**config.mk**
```make
export PLATFORM = sky130hd
export DESIGN_NAME = phy_tx_stim_gen
export DESIGN_NICKNAME = d
export VERILOG_FILES = /design/src/rtl/phy_tx_stim_gen.sv
export SDC_FILE = /design/constraint.sdc
export NUM_CORES = 1
export LEC_CHECK = 0
export CORE_MARGIN = 2
export CORE_UTILIZATION = 31
export DETAILED_ROUTE_END_ITERATION = 8
export GPL_TIMING_DRIVEN = 0
export PLACE_DENSITY = 0.45
export SYNTH_ARGS = -nofsm -noshare
export SYNTH_HDL_FRONTEND = slang
export SYNTH_SLANG_ARGS = --single-unit
```
**constraint.sdc**
```tcl
create_clock -name clk_8f -period 13.4 [get_ports clk_8f]
set_clock_uncertainty 0.05 [all_clocks]
set_input_delay 2.68 -clock clk_8f [delete_from_list [all_inputs] [get_ports clk_8f]]
set_output_delay 2.68 -clock clk_8f [all_outputs]
set_load 0.005 [all_outputs]
```
**src/rtl/phy_tx_stim_gen.sv**
```systemverilog
// phy_tx_stim_gen
// ---------------
// Repeatable N-lane stimulus generator for the phy_tx path, plus a bit-for-bit
// comparator of the serial lane outputs from the conductual and structural
// descriptions.
//
// Timing: a 2f slot is four clk_8f cycles. A free-running 2-bit phase counter
// marks the slots. Each lane then runs its own schedule of bursts and gaps,
// delayed by lane*SKEW slots.
//
// Optional feature macro: PHY_TX_STIM_CHECK_EN
//   defined   -> the comparator drives mismatch_mask and mismatch_count.
//   undefined -> the comparator is removed, both mismatch outputs are tied to
//                0, and ser_a/ser_b are ignored.
//
// Ports
//   clk_8f          in   fastest clock; all logic runs on its rising edge
//   reset           in   synchronous, active-high
//   start           in   run request, level-sampled in IDLE/DONE
//   enable          out  high while RUN
//   validin         out  [LANES]        per-lane valid
//   entrada         out  [LANES*WIDTH]  per-lane data, lane i at [i*WIDTH +: WIDTH]
//   slot_stb        out  high on the last clk_8f cycle of each slot
//   done            out  schedule complete, sticky until restart/reset
//   ser_a, ser_b    in   [LANES] serial lane outputs of the two descriptions
//   mismatch_mask   out  [LANES]        sticky per-lane mismatch flags
//   mismatch_count  out  [LANES*16]     saturating per-lane mismatch counters
module phy_tx_stim_gen #(
  parameter int LANES       = 2,
  parameter int WIDTH       = 8,
  parameter int BURST_LEN   = 4,
  parameter int GAP_LEN     = 3,
  parameter int NUM_BURSTS  = 2,
  parameter int SKEW        = 1,
  parameter int SEED        = 0,
  parameter int SEED_STEP   = 'hEF,
  parameter int CHECK_DELAY = 8
) (
  input  logic                   clk_8f,
  input  logic                   reset,
  input  logic                   start,
  output logic                   enable,
  output logic [LANES-1:0]       validin,
  output logic [LANES*WIDTH-1:0] entrada,
  output logic                   slot_stb,
  output logic                   done,
  input  logic [LANES-1:0]       ser_a,
  input  logic [LANES-1:0]       ser_b,
  output logic [LANES-1:0]       mismatch_mask,
  output logic [LANES*16-1:0]    mismatch_count
);

  localparam int PERIOD    = BURST_LEN + GAP_LEN;
  localparam int LAST_SLOT = NUM_BURSTS * PERIOD + (LANES - 1) * SKEW - 1;

  typedef enum logic [1:0] {IDLE, RUN, DONE} state_t;

  state_t      state, state_next;
  logic [1:0]  phase;
  logic        start_pending;
  logic [15:0] slot_idx;
  logic        go, step, finish;

  // Schedule state of each lane for the slot that is driven next.
  logic [15:0] wait_cnt [LANES];
  logic [15:0] pos      [LANES];
  logic [15:0] bcnt     [LANES];
  logic [LANES-1:0] fin;

  logic [15:0] cur_wait [LANES];
  logic [15:0] cur_pos  [LANES];
  logic [15:0] cur_bcnt [LANES];
  logic [LANES-1:0] cur_fin;
  logic [15:0] nxt_wait [LANES];
  logic [15:0] nxt_pos  [LANES];
  logic [15:0] nxt_bcnt [LANES];
  logic [LANES-1:0] nxt_fin;
  logic [LANES-1:0] lane_act;
  logic [WIDTH-1:0] lane_base [LANES];

  function automatic logic [WIDTH-1:0] lane_seed(input int i);
    return WIDTH'(SEED + i * SEED_STEP);
  endfunction

  // Slot sequencing and start handshake. go enters RUN on a slot boundary.
  // step advances to the next slot. finish leaves RUN after the last slot.
  always_comb begin
    state_next = state;
    go         = 1'b0;
    step       = 1'b0;
    finish     = 1'b0;
    case (state)
      IDLE, DONE: begin
        if (slot_stb && start_pending) begin
          state_next = RUN;
          go         = 1'b1;
        end
      end
      RUN: begin
        if (slot_stb) begin
          if (slot_idx == 16'(LAST_SLOT)) begin
            state_next = DONE;
            finish     = 1'b1;
          end else begin
            step = 1'b1;
          end
        end
      end
      default: state_next = IDLE;
    endcase
  end

  // Per-lane schedule. Each lane first counts down its skew. It then walks a
  // position counter through burst+gap and counts bursts, so no divider is
  // needed. On entry to RUN the lane starts from its initial state and its
  // seed instead of the registered values.
  always_comb begin
    for (int i = 0; i < LANES; i++) begin
      cur_wait[i]  = go ? 16'(i * SKEW) : wait_cnt[i];
      cur_pos[i]   = go ? 16'd0 : pos[i];
      cur_bcnt[i]  = go ? 16'd0 : bcnt[i];
      cur_fin[i]   = go ? 1'b0 : fin[i];
      lane_base[i] = go ? lane_seed(i) : entrada[i*WIDTH +: WIDTH];
      lane_act[i]  = (cur_wait[i] == 16'd0) && !cur_fin[i] &&
                     (cur_pos[i] < 16'(BURST_LEN));
      nxt_wait[i]  = cur_wait[i];
      nxt_pos[i]   = cur_pos[i];
      nxt_bcnt[i]  = cur_bcnt[i];
      nxt_fin[i]   = cur_fin[i];
      if (cur_wait[i] != 16'd0) begin
        nxt_wait[i] = cur_wait[i] - 16'd1;
      end else if (!cur_fin[i]) begin
        if (cur_pos[i] == 16'(PERIOD - 1)) begin
          nxt_pos[i]  = 16'd0;
          nxt_bcnt[i] = cur_bcnt[i] + 16'd1;
          if (cur_bcnt[i] == 16'(NUM_BURSTS - 1)) begin
            nxt_fin[i] = 1'b1;
          end
        end else begin
          nxt_pos[i] = cur_pos[i] + 16'd1;
        end
      end
    end
  end

  // Registers for the phase, the FSM and all slot outputs. Slot outputs update
  // only on the edge where slot_stb is high. slot_stb is registered one cycle
  // ahead from the phase count.
  always_ff @(posedge clk_8f) begin
    if (reset) begin
      state         <= IDLE;
      phase         <= 2'd0;
      slot_stb      <= 1'b0;
      start_pending <= 1'b0;
      slot_idx      <= 16'd0;
      enable        <= 1'b0;
      validin       <= '0;
      done          <= 1'b0;
      fin           <= '0;
      for (int i = 0; i < LANES; i++) begin
        entrada[i*WIDTH +: WIDTH] <= lane_seed(i);
        wait_cnt[i]               <= 16'd0;
        pos[i]                    <= 16'd0;
        bcnt[i]                   <= 16'd0;
      end
    end else begin
      phase    <= phase + 2'd1;
      slot_stb <= (phase == 2'd2);
      state    <= state_next;
      if (go) begin
        start_pending <= 1'b0;
      end else if (start && state != RUN) begin
        start_pending <= 1'b1;
      end
      if (go || step) begin
        slot_idx <= go ? 16'd0 : slot_idx + 16'd1;
        enable   <= 1'b1;
        done     <= 1'b0;
        validin  <= lane_act;
        fin      <= nxt_fin;
        for (int i = 0; i < LANES; i++) begin
          wait_cnt[i] <= nxt_wait[i];
          pos[i]      <= nxt_pos[i];
          bcnt[i]     <= nxt_bcnt[i];
          if (lane_act[i]) begin
            entrada[i*WIDTH +: WIDTH] <= lane_base[i] + WIDTH'(1);
          end else begin
            entrada[i*WIDTH +: WIDTH] <= lane_base[i];
          end
        end
      end else if (finish) begin
        enable  <= 1'b0;
        validin <= '0;
        done    <= 1'b1;
      end
    end
  end

`ifdef PHY_TX_STIM_CHECK_EN
  logic        chk_armed;
  logic [15:0] chk_dly;
  logic        window;

  assign window = chk_armed && (chk_dly == 16'(CHECK_DELAY));

  // Comparator. The window opens CHECK_DELAY cycles after RUN entry, so the
  // two descriptions have time to fill their pipelines. It stays open through
  // DONE. A new RUN entry restarts the delay and clears the results.
  always_ff @(posedge clk_8f) begin
    if (reset) begin
      chk_armed      <= 1'b0;
      chk_dly        <= 16'd0;
      mismatch_mask  <= '0;
      mismatch_count <= '0;
    end else if (go) begin
      chk_armed      <= 1'b1;
      chk_dly        <= 16'd0;
      mismatch_mask  <= '0;
      mismatch_count <= '0;
    end else begin
      if (chk_armed && !window) begin
        chk_dly <= chk_dly + 16'd1;
      end
      if (window) begin
        for (int i = 0; i < LANES; i++) begin
          if (ser_a[i] != ser_b[i]) begin
            mismatch_mask[i] <= 1'b1;
            if (mismatch_count[i*16 +: 16] != 16'hFFFF) begin
              mismatch_count[i*16 +: 16] <= mismatch_count[i*16 +: 16] + 16'd1;
            end
          end
        end
      end
    end
  end
`else
  logic unused_cmp;

  assign unused_cmp     = ^{ser_a, ser_b, 16'(CHECK_DELAY)};
  assign mismatch_mask  = '0;
  assign mismatch_count = '0;
`endif

endmodule

```
==> metrics.txt <==
status completed; Hold Path Class register to register; Synth Instances 985; HPWL after DPL 19800 um; Fin. Hold Viols 0; IO Count 62; GR Overflow Total 0; Max Cap Viol 0; latest clock arrival within the worst-skew pair 0.44 ns; vias in the first global route 7426; Yosys warnings 0; Critical Path Max Stage Delay 0.63 ns; fin cells 1455; most used cell, CP buf_2; syn avg cell area 8.97 um^2; root buf cell clkbuf_16; Setup TNS Final 0 ns; Reg2Reg Setup Slack 7.80 ns; Crit Path Max Fanout 10; VDD IR-drop max 0.0000709 V; CP cell instances nand3b_1 > buf_4 > buf_2 > buf_2 > buf_1 > buf_2 > nand2_1 > ha_1 > and4b_1 > a41o_1 > nand4_1 > clkbuf_1 > clkbuf_1 > nand3_1 > nor2_1; final count of pins violating max slew 0; EDFF count, synth 96; fin crit period 5.60 ns; pre-CTS setup slack 7.52 ns; FILL cells 2901; CTS Buffer Depth 2; slowest CP cell buf_1; most common cell after layout, fill and taps aside edfxtp_1; # clock sinks 140; wire length per cell 19.1 um; initial DRC count 603; post-cts sizing count 0; Pwr Total 0.00106 W; final setup violation count 0; Slew headroom 36.9%; FP Rows 61; Total Wirelength 27800 um; CTS tree yes; biggest area consumer among synthesized cells edfxtp_1; Final ANT Viol Nets 0; die area 29900 um^2; GPL Wtd Cong 0.829; H-tree depth reported by CTS 4; RSZ-0062 raised after global routing no; DRC violations left 0; Lkg Pwr 3.49 nW; initial antenna violation count 2; number of I/O port buffers 23; Die Span X 173 um; placed cells 1421; via count 7890; vias per inst 5.42; cts hold-fix bufs 0; dominant cells by area after synthesis edfxtp_1 (33%), dfxtp_1 (10%), a21oi_1 (4.3%); first-pass GRT wire length 44200 um; Synth Cell Area 8840 um^2; drt first pass iters 6; post-synth top area share 32.6%; Pwr Density 102 nW/um^2; most frequent cells in the layout edfxtp_1 (96), nor2_1 (92), nand2_1 (87); Worst setup SP type register; FF+latch count, synth 140; Worst Path Arrival 5.84 ns; cts bufs inserted 17; area grow syn2layout 16.8%; CP required 13.64 ns; Post-layout nets 1086; Top FF cell, synth edfxtp_1; Starting Density 31.6%; CP endpoint kind register; Seq/Total Area, Yosys 42.6%; Worst Path Class, Setup register to register; final worst slack 7.80 ns; CTS clk-pin slew, worst paths 0.07 ns; share of post-route cells with drive strength above 1 10.9%; Final period util 41.8%; Peak Freq 0.179 GHz; Tot GR Track Use 18.8%; die height 173 um; post-synthesis async set-or-reset flop share 0%; synth unique cells 75; # Post-CTS Setup Buffers 0; largest net degree at the start of global routing 41; Tightest Pin Transition 0.934 ns; core area 27900 um^2
==> stage by stage <==
stage	instance area, um^2	utilization (%)	hold WS [ns]
detailed placement	9720	34.8	0.359
global route	10300	36.9	0.384
CTS	10300	36.9	0.370
floorplan	8960	-	0.343
finish	10300	36.9	0.368
global placement	9660	34.6	0.355
==> registers in the layout (all words and copies together) (netlist names) <==
name           cells
bcnt              32
done               1
enable             1
entrada           16
fin                2
phase              2
pos               32
slot_idx          16
slot_stb           1
start_pending      1
state              2
validin            2
wait_cnt          32
==> power by group <==
| part | switching, W | leakage (nW) | internal [W] | total (W) |
|---|---|---|---|---|
| clock | 0.000218 | 0.293 | 0.000269 | 0.000487 |
| combinational | 0.0000475 | 1.85 | 0.0000283 | 0.0000758 |
| sequential | 0.0000170 | 1.35 | 0.000476 | 0.000493 |
| total | 0.000282 | 3.49 | 0.000773 | 0.00106 |
==> cell type report <==
type | instances | area (um^2) | share of cell area, %
multi-input cells | 775 | 4630 | 44.9
flip-flops and latches | 140 | 3760 | 36.5
plain buffers | 84 | 498 | 4.83
well taps | 378 | 473 | 4.58
clock buffers | 18 | 439 | 4.26
repair buffers | 26 | 285 | 2.77
clock inverters | 14 | 149 | 1.44
inverters | 19 | 71.3 | 0.691
diodes | 1 | 2.50 | 0.0243
==> Yosys cell counts, drive strengths merged, types with 5 or more instances <==
| library cell | number |
|---|---|
| edfxtp | 96 |
| nor2 | 92 |
| nand2 | 89 |
| a21oi | 77 |
| buf | 60 |
| nand3 | 59 |
| dfxtp | 44 |
| nor3 | 44 |
| o21ai | 40 |
| nand4 | 33 |
| nor4 | 32 |
| or3 | 26 |
| clkbuf | 24 |
| inv | 19 |
| or4 | 19 |
| xor2 | 19 |
| xnor2 | 18 |
| ha | 16 |
| and3 | 14 |
| and4 | 13 |
| o211ai | 13 |
| o31ai | 13 |
| and2 | 12 |
| nand2b | 12 |
| mux2i | 10 |
| a31oi | 9 |
| a211oi | 6 |
| a21o | 5 |
| nand4b | 5 |
==> cells by family after synthesis <==
kind of cell	count (synthesis)	share of synthesized area, %
xor gates and xnor gates	37	3.67
and+or+nand+nor	472	29.0
buffers and inverters	103	6.44
DFF	140	42.6
AOI/OAI and AO/OA	206	14.9
adders and majority gates	16	2.27
muxes	10	1.13
other	1	0.0424
==> critical path: cells and delay by family (launching register included) <==
kind,cells,cell delay (ns)
adders and majority gates,1,0.31
and+or+nand+nor,6,1.48
DFF,1,0.40
AOI/OAI and AO/OA,1,0.32
buffers and inverters,7,2.85
==> worst paths after layout <==
kind                               start         end  cells after the start
worst max register to register  slot_stb  pos[0][20]                     15
worst max-delay path            slot_stb  pos[0][20]                     15
worst min register to register  phase[0]    phase[0]                      1
worst min-delay path            phase[0]    phase[0]                      1
==> routing by layer <==
metal	GRT usage [%]	share of wire, %	wire, um
met1	27.0	48	13300
met2	29.0	45	12600
met3	3.19	5.4	1510
met4	5.30	1.4	385
met5	0	0	0
Power figures use the tool's default switching activity.
